[src/rtl/melody_sequencer.sv]
// Demo note source for pwm_audio: steps a fixed 16-entry melody, driving half-period N and a gate.
// Latency: start registers into LOAD next edge, N/gate change one edge later; no backpressure, stop wins.
module melody_sequencer #(
    parameter int TICK_DIV   = 12000,
    parameter int BEAT_TICKS = 250,
    parameter int GAP_TICKS  = 20
) (
    input  logic       clk,
    input  logic       rst_n,
    input  logic       start,
    input  logic       stop,
    input  logic       loop_en,
    output logic [9:0] N,
    output logic       gate,
    output logic       busy,
    output logic [3:0] step_idx,
    output logic       done
);

    localparam int             PW        = (TICK_DIV > 1) ? $clog2(TICK_DIV) : 1;
    localparam logic [PW-1:0]  PRESC_MAX = PW'(TICK_DIV - 1);
    localparam logic [10:0]    BEAT_T    = 11'(BEAT_TICKS);
    localparam logic [10:0]    GAP_T     = 11'(GAP_TICKS);

    typedef enum logic [2:0] {
        IDLE,
        LOAD,
        PLAY,
        GAP,
        ADV,
        END_CHK
    } state_t;

    // Entry layout {note[2:0], len[2:0]}; len==0 marks the end of the melody.
    function automatic logic [5:0] melody(input logic [3:0] idx);
        logic [5:0] e;
        case (idx)
            4'd0:    e = {3'd1, 3'd1};
            4'd1:    e = {3'd2, 3'd1};
            4'd2:    e = {3'd3, 3'd1};
            4'd3:    e = {3'd4, 3'd2};
            4'd4:    e = {3'd0, 3'd1};
            4'd5:    e = {3'd4, 3'd1};
            4'd6:    e = {3'd3, 3'd1};
            4'd7:    e = {3'd2, 3'd1};
            4'd8:    e = {3'd1, 3'd2};
            default: e = 6'd0;
        endcase
        return e;
    endfunction

    function automatic logic [9:0] period(input logic [2:0] note);
        logic [9:0] p;
        case (note)
            3'd1:    p = 10'd665;
            3'd2:    p = 10'd593;
            3'd3:    p = 10'd498;
            3'd4:    p = 10'd444;
            default: p = 10'd0;
        endcase
        return p;
    endfunction

    state_t        state;
    state_t        state_nxt;
    logic [3:0]    step_nxt;
    logic          load_note;
    logic          done_nxt;
    logic          gate_nxt;
    logic          tick;
    logic          counting;
    logic [PW-1:0] presc;
    logic [10:0]   tick_cnt;
    logic [10:0]   note_ticks;
    logic [10:0]   play_last;
    logic [10:0]   gap_last;
    logic          sounding;
    logic [5:0]    entry;
    logic [2:0]    entry_note;
    logic [2:0]    entry_len;
    logic          entry_sound;

    assign entry       = melody(step_idx);
    assign entry_note  = entry[5:3];
    assign entry_len   = entry[2:0];
    assign entry_sound = (entry_note >= 3'd1) && (entry_note <= 3'd4);

    assign counting  = (state == PLAY) || (state == GAP);
    assign tick      = counting && (presc == PRESC_MAX);
    // Tick indices at which PLAY and GAP end; tick_cnt counts completed ticks from 0.
    assign play_last = note_ticks - GAP_T - 11'd1;
    assign gap_last  = note_ticks - 11'd1;
    assign busy      = (state != IDLE);

    always_comb begin
        state_nxt = state;
        step_nxt  = step_idx;
        load_note = 1'b0;
        done_nxt  = 1'b0;
        case (state)
            IDLE: begin
                if (start) begin
                    state_nxt = LOAD;
                    step_nxt  = 4'd0;
                end
            end
            LOAD: begin
                if (entry_len == 3'd0) begin
                    state_nxt = END_CHK;
                end else begin
                    state_nxt = PLAY;
                    load_note = 1'b1;
                end
            end
            PLAY: begin
                if (tick && (tick_cnt == play_last))
                    state_nxt = GAP;
            end
            GAP: begin
                if (tick && (tick_cnt == gap_last))
                    state_nxt = ADV;
            end
            ADV: begin
                if (step_idx == 4'd15) begin
                    state_nxt = END_CHK;
                end else begin
                    state_nxt = LOAD;
                    step_nxt  = step_idx + 4'd1;
                end
            end
            END_CHK: begin
                step_nxt = 4'd0;
                if (loop_en) begin
                    state_nxt = LOAD;
                end else begin
                    state_nxt = IDLE;
                    done_nxt  = 1'b1;
                end
            end
            default: begin
                state_nxt = IDLE;
                step_nxt  = 4'd0;
            end
        endcase

        if (stop) begin
            state_nxt = IDLE;
            step_nxt  = 4'd0;
            load_note = 1'b0;
            done_nxt  = 1'b0;
        end

        gate_nxt = (state_nxt == PLAY) && (load_note ? entry_sound : sounding);
    end

    always_ff @(posedge clk or negedge rst_n) begin
        if (!rst_n) begin
            state    <= IDLE;
            step_idx <= 4'd0;
            gate     <= 1'b0;
            done     <= 1'b0;
        end else begin
            state    <= state_nxt;
            step_idx <= step_nxt;
            gate     <= gate_nxt;
            done     <= done_nxt;
        end
    end

    always_ff @(posedge clk or negedge rst_n) begin
        if (!rst_n) begin
            presc    <= '0;
            tick_cnt <= 11'd0;
        end else if (!counting) begin
            presc    <= '0;
            tick_cnt <= 11'd0;
        end else begin
            presc <= (presc == PRESC_MAX) ? '0 : presc + PW'(1);
            if (tick)
                tick_cnt <= tick_cnt + 11'd1;
        end
    end

    // A rest keeps the previous N so pwm_audio sees no spurious period change.
    always_ff @(posedge clk or negedge rst_n) begin
        if (!rst_n) begin
            N          <= 10'd0;
            note_ticks <= 11'd0;
            sounding   <= 1'b0;
        end else if (load_note) begin
            note_ticks <= 11'(entry_len) * BEAT_T;
            sounding   <= entry_sound;
            if (entry_sound)
                N <= period(entry_note);
        end
    end

endmodule

[config.mk]
export PLATFORM = sky130hd
export DESIGN_NAME = melody_sequencer
export DESIGN_NICKNAME = d
export VERILOG_FILES = /design/src/rtl/melody_sequencer.sv
export SDC_FILE = /design/constraint.sdc
export NUM_CORES = 1
export LEC_CHECK = 0
export BUFFER_PORTS_ARGS = -buffer_cell sky130_fd_sc_hd__clkbuf_2
export CAP_MARGIN = 20
export CORE_MARGIN = 2
export CORE_UTILIZATION = 48
export CTS_CLUSTER_DIAMETER = 120
export DETAILED_ROUTE_END_ITERATION = 6
export HOLD_SLACK_MARGIN = 0.12
export PLACE_DENSITY_LB_ADDON = 0.05
export SLEW_MARGIN = 20
export SYNTH_ARGS = -nofsm -noshare
export SYNTH_HDL_FRONTEND = slang
export SYNTH_SLANG_ARGS = --single-unit
export TNS_END_PERCENT = 1
[constraint.sdc]
create_clock -name clk -period 2.9 [get_ports clk]
set_input_delay 0.145 -clock clk [delete_from_list [all_inputs] [get_ports clk]]
set_output_delay 0.145 -clock clk [all_outputs]
set_load 0.05 [all_outputs]
# Word level (Yosys, flattened, before mapping)

Memory sizes are Yosys's and may differ from the RTL's.
Cells that the tools add are included.

Bits in registers: 55
Bits in read-only memories: 80
Output and inout bits: 17
Memories: 1

Memory list:

| memory           | words | bits a word | rd ports | clocked after Yosys merged registers in | write ports | line | source |
|---|---|---|---|---|---|---|---|
| (name not given) | 16    | 5           | 1        | 0                                       | 0           | 37   | `case (idx)` |

Add/subtract/negate cells: 6
Multipliers: 1
Magnitude comparators: 2
Eq/ne operators: 18
Muxes and demuxes: 24
Reduce and logical (&&, ||, !) cells: 12

Operators with widths:

| operator                | number |
|---|---|
| $pmux W10 S4            | 1 |
| $mux W14                | 2 |
| $eq A11 B11 Y1          | 2 |
| $mux W11                | 2 |
| $sub A11 B1 Y11 const B | 2 |
| $mux W3                 | 6 |
| $pmux W3 S6             | 1 |
| $eq A3 B2 Y1 const B    | 5 |
| $add A14 B1 Y14 const B | 1 |
| $eq A14 B14 Y1 const B  | 1 |
| $mux W4                 | 3 |
| $pmux W4 S3             | 1 |
| $add A11 B1 Y11 const B | 1 |
| $sub A11 B5 Y11 const B | 1 |
| $mul A3 B7 Y10 const B  | 1 |
| $eq A3 B3 Y1 const B    | 3 |
| $mux W1                 | 8 |
| $eq A3 B1 Y1 const B    | 2 |
| $logic_not A3 Y1        | 2 |
| $ne A3 B3 Y1 const B    | 2 |
| $logic_and A1 B1 Y1     | 5 |
| $add A4 B1 Y4 const B   | 1 |
| $eq A4 B4 Y1 const B    | 1 |
| $ge A3 B1 Y1 const B    | 1 |
| other kinds (8)         | 8 |

# Longest topological paths before layout

Gate-level depths: netlist of run 1.

Depth in word-level cells: 9
Gate-level depth with buffers: 12
Gate-level depth less buffers: 11

# Least setup slack after synthesis of run 1

No wires, ideal clock.

Kind: reg-to-reg
Start: register step_idx[2]
End: register N[2]
Arrival time: 2672 ps
Required time: 2767 ps
Path slack: 95 ps
Stages on the path, launching flop included: 10
Clock period less this slack: 2805 ps
Path through: dfrtp_1 -> buf_2 -> inv_1 -> ha_1 -> or2_2 -> ha_1 -> or4_1 -> clkbuf_1 -> o21ai_0 -> o31ai_1

Word-level cells in the longest chain between the ends: 6

RTL lines:

| element                     | line | source |
|---|---|---|
| start, declared             | 16   | `output logic [3:0] step_idx,` |
| start signal, assigned      | 164  | `step_idx <= step_nxt;` |
| $mem_v2 Z16 W5 *            | -    |  |
| $logic_not A3 Y1            | 108  | `if (entry_len == 3'd0) begin` |
| $mux W1                     | 108  |  |
| $mux W1                     | 100  | `case (state)` |
| $mux W1                     | 146  | `if (stop) begin` |
| $reduce_and A2 Y1 (no line) | -    |  |
| end signal, assigned        | 194  | `N <= period(entry_note);` |
| end, declared               | 13   | `output logic [9:0] N,` |

Every way passes the cells marked *; elsewhere a longest branch is shown, timed or not.
A chain may end at the register's enable or synchronous reset.

# Worst setup path in the final report of run 1

Start: register step_idx[0]
End: register N[8]

The elaborated chain is that of the path after synthesis.

==> results of run 1 <==
## critical path, stage by stage, from the launching register on
cell	delay (ns)
dfrtp_1	0.40
ha_1	0.23
ha_1	0.19
or2_2	0.34
ha_1	0.27
or4_1	0.62
nor2_1	0.18
o21ai_0	0.16
a21o_1	0.23
## per-layer routing
metal	share of wire [%]	wire, um	vias to the layer above
li1	-	-	1234
met1	53	3400	1158
met2	44	2840	30
met3	2.5	158	0
met4	0	0	0
met5	0	0	-
## metrics by stage
step	instance area, um^2	worst slack (ns)	instances	hold WS (ns)
detailed placement	3290	0.221	439	0.393
floorplan	3080	0.0953	346	-0.151
global route	3410	0.0718	449	0.229
CTS	3410	0.205	449	0.194
finish	3410	0.186	449	0.211
global placement	3290	0.264	439	0.373
## report_power, final
| group | switching [mW] | internal, mW | total [mW] |
|---|---|---|---|
| registers | 0.0438 | 0.712 | 0.756 |
| clock network | 0.236 | 0.216 | 0.452 |
| logic | 0.246 | 0.180 | 0.426 |
## flip-flops by register name (all words and copies together) (netlist names)
register / flops
gate: 1
sounding: 1
done: 1
tick_cnt: 11
presc: 14
note_ticks: 6
N: 8
state: 3
step_idx: 4
## cell type report
type                            instances  area [um^2]
Clock inverter                          1         5.00
Multi-Input combinational cell        262         1710
Inverter                               19         71.3
Timing Repair Buffer                   34          208
Clock buffer                            7         96.3
Sequential cell                        49         1230
Tap cell                               77         96.3
Fill cell                             640         2870
## layout by cell type, fill, tap and decap left out, types with 11 or more instances in the layout
master / netlist / routed
inv_1: 19 / 19
buf_4: 3 / 11
nand2_1: 31 / 31
xor2_1: 17 / 17
dfrtp_1: 49 / 49
clkbuf_2: 0 / 20
nand3_1: 11 / 11
a21oi_1: 12 / 12
ha_1: 19 / 19
o21ai_0: 19 / 19
nor2_1: 51 / 51
xnor2_1: 17 / 17
## path summary, 6_finish.rpt
check                                         from                      end  slack (ns)  depth (start not counted)
hold reg to reg                   N[4]$_DFFE_PN0P_         N[4]$_DFFE_PN0P_        0.47                          1
setup / recovery           step_idx[0]$_DFFE_PN0P_         N[8]$_DFFE_PN0P_        0.19                          8
max in group asynchronous                    rst_n       presc[7]$_DFF_PN0_        1.70                          3
min in group asynchronous                    rst_n  tick_cnt[6]$_DFFE_PN0P_        0.50                          2
setup reg to reg           step_idx[0]$_DFFE_PN0P_         N[8]$_DFFE_PN0P_        0.19                          8
hold / removal                                stop           done$_DFF_PN0_        0.21                          4
## kinds of logic (layout without fill, tap and decap cells)
kind of cell               Yosys count  count (layout)  share of synthesized area [%]
and+or+nand+nor                    148             148                           24.8
muxes                                6               6                           1.99
AOI/OAI and AO/OA                   55              55                           11.3
adders and majority gates           19              19                           7.71
buffers and inverters               35              61                           4.75
DFF                                 49              49                           39.8
xor gates and xnor gates            34              34                           9.66
## repair_timing
| item | 4_1_cts | 5_1_grt |
|---|---|---|
| endpoints found under the hold margin | 40 | 0 |
| hold buffers | 2 | 0 |
| endpoints found under the setup margin | 0 | 0 |
| setup buffers | 0 | 0 |
==> impl_metrics.env, run 1 <==
export IMPL_die_area_um2=7080
export IMPL_drive_gt1_share_pct=14.2
export IMPL_grt_overflow=0
export IMPL_path_clk_slew_ns=0.09
export IMPL_yosysTopAreaCell="dfrtp_1"
export IMPL_synthArstFlopShare_pct=100
export IMPL_netlist_cell_type_count=52
export IMPL_grtUsageMet3_pct=3.56
export IMPL_worstPathRequired_ns=3.10
export IMPL_cts_sinks=49
export IMPL_skew_ns=0.0109
export IMPL_status="finished clean"
export IMPL_core_area_um2=6280
export IMPL_synth_common_cells="nor2_1, dfrtp_1, nand2_1"
export IMPL_via_per_inst=5.39
export IMPL_numCtsBuffers=5
export IMPL_grt_usage_pct=19.2
export IMPL_max_freq_mhz=369
export IMPL_drt_pre_antenna_iters=4
export IMPL_layout_nets=395
export IMPL_hp_class="in -> reg"
export IMPL_use_met2_pct=29.1
export IMPL_core_rowCount=29
export IMPL_drv_slew=0
export IMPL_met1_usage_pct=28.9
export IMPL_ir_drop_v=0.000275
export IMPL_htree_levels=2
export IMPL_drt_total_wl_um=6400
export IMPL_total_power_mw=1.63
export IMPL_synth_area_leaders="dfrtp_1, ha_1, nor2_1, xnor2_1, xor2_1"
export IMPL_tightest_slew_ns=0.925
export IMPL_syn_nets=370
export IMPL_cts_path_max_buffers=2
export IMPL_cts_tree="built"
export IMPL_timing_final_hold_violations=0
export IMPL_cap_violations=0
export IMPL_drt_initial_drc_count=96
export IMPL_min_period_ns=2.71
export IMPL_rsz0062_at_grt="no"
export IMPL_initial_core_util_pct=49.1
export IMPL_die_w_um=84.1
export IMPL_die_h_um=84.1
export IMPL_synthMostInstantiatedCell="nor2_1"
export IMPL_wl_per_cell_um=14.3
export IMPL_grt_first_pass_wirelength_um=11200
export IMPL_avgSynthCellArea_um2=8.91
export IMPL_areaGrowthSynthToFinish_pct=10.7
export IMPL_cts_root_buf="clkbuf_8"
export IMPL_min_period_over_period_pct=93.6
export IMPL_startpoint_type="flop"
export IMPL_synth_edf_count=0
export IMPL_synth_ff_type="dfrtp_1"
export IMPL_grt_busiest_layer="met2"
export IMPL_ioPinCount=22
export IMPL_portBuffers=21
export IMPL_power_density_nw_per_um2=479
export IMPL_ys_ff_latch=49
export IMPL_cp_end_kind="flop"
export IMPL_netlist_area_um2=3080
export IMPL_drc_errors=0
export IMPL_path_class="reg -> reg"
export IMPL_finalSetupViolations=0
export IMPL_grt_pass1_vias=2294
export IMPL_gp_congestion=0.827
export IMPL_cts_resized=0
export IMPL_drtAntennaViolNets=0
export IMPL_via_count=2422
export IMPL_yosys_area_top_type_share_pct=39.8
export IMPL_yosysWarningCount=0
export IMPL_p_leak_nw=1.52
export IMPL_clkLatencyLatePin_ns=0.30
export IMPL_diodes=0
export IMPL_relSlewSlack_pct=38.3
export IMPL_arrival_ns=2.91
export IMPL_syn_inst=346
export IMPL_critPathMaxFanout=7
export IMPL_dp_hpwl_um=4520
export IMPL_grt_max_degree=41
export IMPL_ys_seq_area_share_pct=39.8
export IMPL_antenna_found_initial=0
export IMPL_fin_setup_tns_ns=0
export IMPL_final_util_pct=54.4
Power figures use the tool's default switching activity.
==> run 2: changes to the inputs <==
--- a/config.mk
+++ b/config.mk
@@ -8,5 +8,4 @@
 export BUFFER_PORTS_ARGS = -buffer_cell sky130_fd_sc_hd__clkbuf_2
 export CAP_MARGIN = 20
-export CORE_MARGIN = 2
 export CORE_UTILIZATION = 48
 export CTS_CLUSTER_DIAMETER = 120
==> constraint.sdc (replaced) <==
create_clock -name clk -period 2.9 [get_ports clk]
set_input_delay 0.145 -clock clk [delete_from_list [all_inputs] [get_ports clk]]
set_output_delay 0.145 -clock clk [all_outputs]
set_load 0.02 [all_outputs]
==> run 2 against run 1 <==
Clock skew down 0.0035 ns. Sequential cell count did not move. Total power up 1.9%. First-iteration DRC count increased by 53%. Largest cell class unchanged. Cell count decreased by 0.67%. Clock power up 13%. Combinational power decreased by 8.5%. Via count decreased by 0.37%. Maximum frequency increased by 3.6%. Die area shrank 4.7%. Critical path depth did not move. Design area grew 0.37%.
==> impl_metrics.env, run 2 (same netlist as run 1, synthesis figures left out) <==
export IMPL_core_area_um2=6060
export IMPL_core_rowCount=28
export IMPL_relSlewSlack_pct=59.9
export IMPL_seqCellArea_um2=1230
export IMPL_diodes=0
export IMPL_hold_slack_ns=0.207
export IMPL_largestRegisters="presc (14), tick_cnt (11), N (8)"
export IMPL_wl_per_cell_um=13.9
export IMPL_numCtsBuffers=5
export IMPL_final_util_pct=56.5
export IMPL_grt_first_pass_wirelength_um=11000
export IMPL_status="finished clean"
export IMPL_path_clk_slew_ns=0.09
export IMPL_die_area_um2=6740
export IMPL_startpoint="step_idx[0]$_DFFE_PN0P_"
export IMPL_grt_pass1_vias=2235
export IMPL_critPathTopFamily="simple AND/OR/NAND/NOR gates"
export IMPL_cts_root_buf="clkbuf_8"
export IMPL_critPathMaxStageDelay_ns=0.59
export IMPL_largest_reg_flops=14
export IMPL_final_cell_mix="nor2_1, dfrtp_1, nand2_1, clkbuf_2"
export IMPL_gp_congestion=0.791
export IMPL_fin_cells=446
export IMPL_placed_area_um2=3280
export IMPL_r2r_start="step_idx[0]$_DFFE_PN0P_"
export IMPL_portBuffers=21
export IMPL_skew_ns=0.00740
export IMPL_areaGrowthSynthToFinish_pct=11.1
export IMPL_cts_sinks=49
export IMPL_drv_slew=0
export IMPL_grt_max_degree=20
export IMPL_min_period_ns=2.62
export IMPL_via_count=2413
export IMPL_max_freq_mhz=382
export IMPL_clkLatencyLatePin_ns=0.30
export IMPL_total_power_mw=1.66
export IMPL_die_h_um=82.1
export IMPL_timing_final_hold_violations=0
export IMPL_drt_total_wl_um=6180
export IMPL_initial_core_util_pct=50.8
export IMPL_timing_rr_end="N[8]$_DFFE_PN0P_"
export IMPL_timing_critical_path_cells="ha_1 -> ha_1 -> or2_2 -> ha_1 -> or4_4 -> nor2_1 -> o21ai_0 -> a21o_1"
export IMPL_crit_end="N[8]$_DFFE_PN0P_"
export IMPL_top_register="presc"
export IMPL_ir_drop_v=0.000279
export IMPL_path_depth=8
export IMPL_slowest_stage="or4_4"
export IMPL_dp_cells=436
export IMPL_cp_num_buf_inv=0
export IMPL_drc_errors=0
export IMPL_tightest_slew_ns=0.595
export IMPL_grt_busiest_layer="met1"
export IMPL_setup_slack_ns=0.282
export IMPL_grt_usage_pct=21.1
export IMPL_ioPinCount=22
export IMPL_dp_slack_ns=0.145
export IMPL_cts_tree="built"
export IMPL_finalSetupViolations=0
export IMPL_cp_end_kind="flop"
export IMPL_die_w_um=82.1
export IMPL_multi_input_area_um2=1710
export IMPL_grt_overflow=0
export IMPL_critPathMaxFanout=13
export IMPL_drt_pre_antenna_iters=4
export IMPL_crit_top_cell="ha_1"
export IMPL_min_period_over_period_pct=90.3
export IMPL_hp_class="in -> reg"
export IMPL_worstRegToRegCells=8
export IMPL_final_common_cell="nor2_1"
export IMPL_grtUsageMet3_pct=3.63
export IMPL_rsz0062_at_grt="no"
export IMPL_drt_initial_drc_count=147
export IMPL_startpoint_type="flop"
export IMPL_cts_path_max_buffers=2
export IMPL_arrival_ns=2.81
export IMPL_met1_usage_pct=32.4
export IMPL_drtAntennaViolNets=0
export IMPL_fillers=576
export IMPL_dp_hpwl_um=4530
export IMPL_fin_setup_tns_ns=0
export IMPL_path_class="reg -> reg"
export IMPL_power_density_nw_per_um2=486
export IMPL_layout_nets=394
export IMPL_final_cell_area_um2=3420
export IMPL_reg2reg_slack_ns=0.28
export IMPL_htree_levels=2
export IMPL_worstPathRequired_ns=3.09
export IMPL_drive_gt1_share_pct=14.3
export IMPL_antenna_found_initial=0
export IMPL_p_leak_nw=1.52
export IMPL_use_met2_pct=31.2
export IMPL_via_per_inst=5.41
export IMPL_cap_violations=0
## run 2: per-layer routing
layer | wire, um | share of wire, % | up-vias
li1 | - | - | 1228
met1 | 3270 | 53 | 1146
met2 | 2690 | 43 | 37
met3 | 193 | 3.1 | 2
met4 | 27 | 0.44 | 0
met5 | 0 | 0 | -
## run 2: cell type report
class | count | share of cell area [%]
Sequential cell | 49 | 35.8
Clock buffer | 6 | 2.41
Tap cell | 75 | 2.74
Clock inverter | 2 | 1.10
Multi-Input combinational cell | 262 | 50.0
Timing Repair Buffer | 33 | 5.85
Inverter | 19 | 2.08
## run 2: tightest hold or removal path: cells and delay by family
kind	cells	cell delay [ns]
simple gates	3	0.16
buf+inv	1	0.16
## run 2: how the worst min path moves through the flow
stage | slack, ns | start | depth (start not counted) | endpoint
2_1_floorplan | -0.15 | rst_n | 0 | N[0]$_DFFE_PN0P_
3_3_place_gp | 0.07 | rst_n | 1 | tick_cnt[9]$_DFFE_PN0P_
3_5_place_dp | 0.09 | rst_n | 1 | tick_cnt[9]$_DFFE_PN0P_
4_1_cts | 0.19 | stop | 4 | done$_DFF_PN0_
5_1_grt | 0.24 | stop | 3 | state[2]$_DFF_PN0_
6_report | 0.21 | stop | 4 | done$_DFF_PN0_
## run 2: report_power, final
part / switching (mW) / leakage (nW) / internal, mW / total, mW
sequential: 0.0525 / 0.652 / 0.712 / 0.764
clock: 0.229 / 0.0574 / 0.281 / 0.509
combinational: 0.216 / 0.810 / 0.174 / 0.390
## run 2: timing repair
action | 4_1_cts | 5_1_grt
resized for setup | 0 | 1
hold endpoints to repair | 14 | 0
hold buffers | 2 | 0
endpoints found under the setup margin | 0 | 2
setup buffers | 0 | 0
==> run 3: changes to the inputs <==
Settings changed: PLACE_DENSITY_LB_ADDON 0.05 to 0.08.
==> run 3 against run 2 <==
Clock power is 16% higher. Sequential share of layout area hardly changed. Via count rose by 2.6%. Sequential power grew 0.8%. Clock-buffer cell count fell by 1. Cell count fell by 0.45%. Non-clock buffer count down 2. Global-route usage shrank 0.66 points. Critical path depth increased by 1. Combinational power hardly changed. First-iteration DRC count shrank 5.4%. Critical endpoint is now gate$_DFF_PN0_.
==> impl_metrics.env, run 3 (same netlist as run 1, synthesis figures left out) <==
export IMPL_status="finished clean"
export IMPL_cts_tree="built"
export IMPL_max_freq_mhz=377
export IMPL_clkLatencyLatePin_ns=0.30
export IMPL_portBuffers=21
export IMPL_die_w_um=82.1
export IMPL_setup_slack_ns=0.249
export IMPL_skew_ns=0.00641
export IMPL_via_count=2476
export IMPL_critPathMaxFanout=8
export IMPL_grt_pass1_vias=2264
export IMPL_die_area_um2=6740
export IMPL_final_cell_mix="nor2_1, dfrtp_1, nand2_1, clkbuf_2"
export IMPL_grt_overflow=0
export IMPL_power_density_nw_per_um2=511
export IMPL_cap_violations=0
export IMPL_layout_nets=392
export IMPL_min_period_ns=2.65
export IMPL_dp_hpwl_um=4580
export IMPL_path_clk_slew_ns=0.09
export IMPL_fin_setup_tns_ns=0
export IMPL_cp_end_kind="flop"
export IMPL_drt_total_wl_um=6230
export IMPL_areaGrowthSynthToFinish_pct=11.1
export IMPL_cts_setup_buffers=0
export IMPL_core_area_um2=6060
export IMPL_final_common_cell="nor2_1"
export IMPL_dp_cells=434
export IMPL_drt_pre_antenna_iters=4
export IMPL_finalSetupViolations=0
export IMPL_top_register="presc"
export IMPL_htree_levels=2
export IMPL_initial_core_util_pct=50.8
export IMPL_grt_usage_pct=20.5
export IMPL_drv_slew=0
export IMPL_hp_class="in -> reg"
export IMPL_dp_slack_ns=0.243
export IMPL_timing_final_hold_violations=0
export IMPL_diodes=0
export IMPL_antenna_found_initial=0
export IMPL_multi_input_area_um2=1710
export IMPL_min_period_over_period_pct=91.4
export IMPL_numCtsBuffers=5
export IMPL_via_per_inst=5.58
export IMPL_fillers=566
export IMPL_drtAntennaViolNets=0
export IMPL_relSlewSlack_pct=51.1
export IMPL_tightest_slew_ns=0.733
export IMPL_cts_sinks=49
export IMPL_cts_root_buf="clkbuf_8"
export IMPL_grt_max_degree=30
export IMPL_seqCellArea_um2=1230
export IMPL_gp_congestion=0.780
export IMPL_die_h_um=82.1
export IMPL_ioPinCount=22
export IMPL_ir_drop_v=0.000300
export IMPL_drive_gt1_share_pct=13.6
export IMPL_worstPathRequired_ns=3.10
export IMPL_startpoint_type="flop"
export IMPL_largest_reg_flops=14
export IMPL_drc_errors=0
export IMPL_largestRegisters="presc (14), tick_cnt (11), N (8)"
export IMPL_wl_per_cell_um=14.0
export IMPL_cts_path_max_buffers=2
export IMPL_path_class="reg -> reg"
export IMPL_core_rowCount=28
export IMPL_drt_initial_drc_count=139
export IMPL_rsz0062_at_grt="no"
export IMPL_p_leak_nw=1.52
export IMPL_arrival_ns=2.85
export IMPL_grt_first_pass_wirelength_um=10600
export IMPL_final_util_pct=56.5
export IMPL_fin_cells=444
==> run 3: cell count changes in the layout (fill, tap and decap cells not counted), sizes merged <==
cell / change
inv: +1
clkinvlp: -1
bufinv: +1
buf: -2
clkbuf: -1
==> run 3: final timing paths <==
| check | from | to | slack, ns | cells past startpoint |
|---|---|---|---|---|
| max in group asynchronous | rst_n | step_idx[1]$_DFFE_PN0P_ | 1.73 | 3 |
| min | stop | done$_DFF_PN0_ | 0.19 | 4 |
| min reg2reg | sounding$_DFF_PN0_ | sounding$_DFF_PN0_ | 0.47 | 2 |
| min in group asynchronous | rst_n | tick_cnt[9]$_DFFE_PN0P_ | 0.42 | 2 |
| max | step_idx[0]$_DFFE_PN0P_ | gate$_DFF_PN0_ | 0.25 | 9 |
| max reg2reg | step_idx[0]$_DFFE_PN0P_ | gate$_DFF_PN0_ | 0.25 | 9 |
==> run 3: stage by stage <==
| step | total power [mW] | hold WS, ns | cell area [um^2] |
|---|---|---|---|
| finish | 1.75 | 0.189 | 3420 |
| global route | 1.85 | 0.229 | 3420 |
| CTS | 1.77 | 0.177 | 3420 |
| detailed placement | 1.17 | 0.246 | 3270 |
| global placement | 1.16 | 0.243 | 3270 |
| floorplan | 1.07 | -0.151 | 3080 |
==> run 3: layer usage <==
layer	track usage [%]	share of wire (%)	up-vias
met1	29.7	51	1212
li1	-	-	1230
met5	0	0	-
met3	3.52	2.9	5
met2	31.4	45	29
met4	5.44	0.98	0
==> run 3: worst max-delay path: stages (launching register included) <==
cell and delay, ns:
dfrtp_1 0.39, ha_1 0.22, ha_1 0.19, or2_2 0.35
ha_1 0.26, or4_1 0.61, buf_4 0.22, nand2_1 0.06
nand2_1 0.06, and4_1 0.19
==> run 3: timing repair <==
| item | in CTS | in global routing |
|---|---|---|
| gates resized for setup | 0 | 0 |
| hold buffers | 2 | 0 |
| endpoints found under the hold margin | 29 | 0 |
==> run 3: layout make-up <==
type	instances	area share, %
Clock buffer	5	2.01
Clock inverter	3	2.01
Inverter	19	2.08
Multi-Input combinational cell	262	49.9
Sequential cell	49	35.8
Tap cell	75	2.74
Timing Repair Buffer	31	5.41
==> run 3: report_power, final <==
part	switching, mW	leakage [nW]	internal, mW
Sequential	0.0585	0.652	0.712
Combinational	0.214	0.798	0.175
Clock	0.243	0.0687	0.347
Total	0.515	1.52	1.23
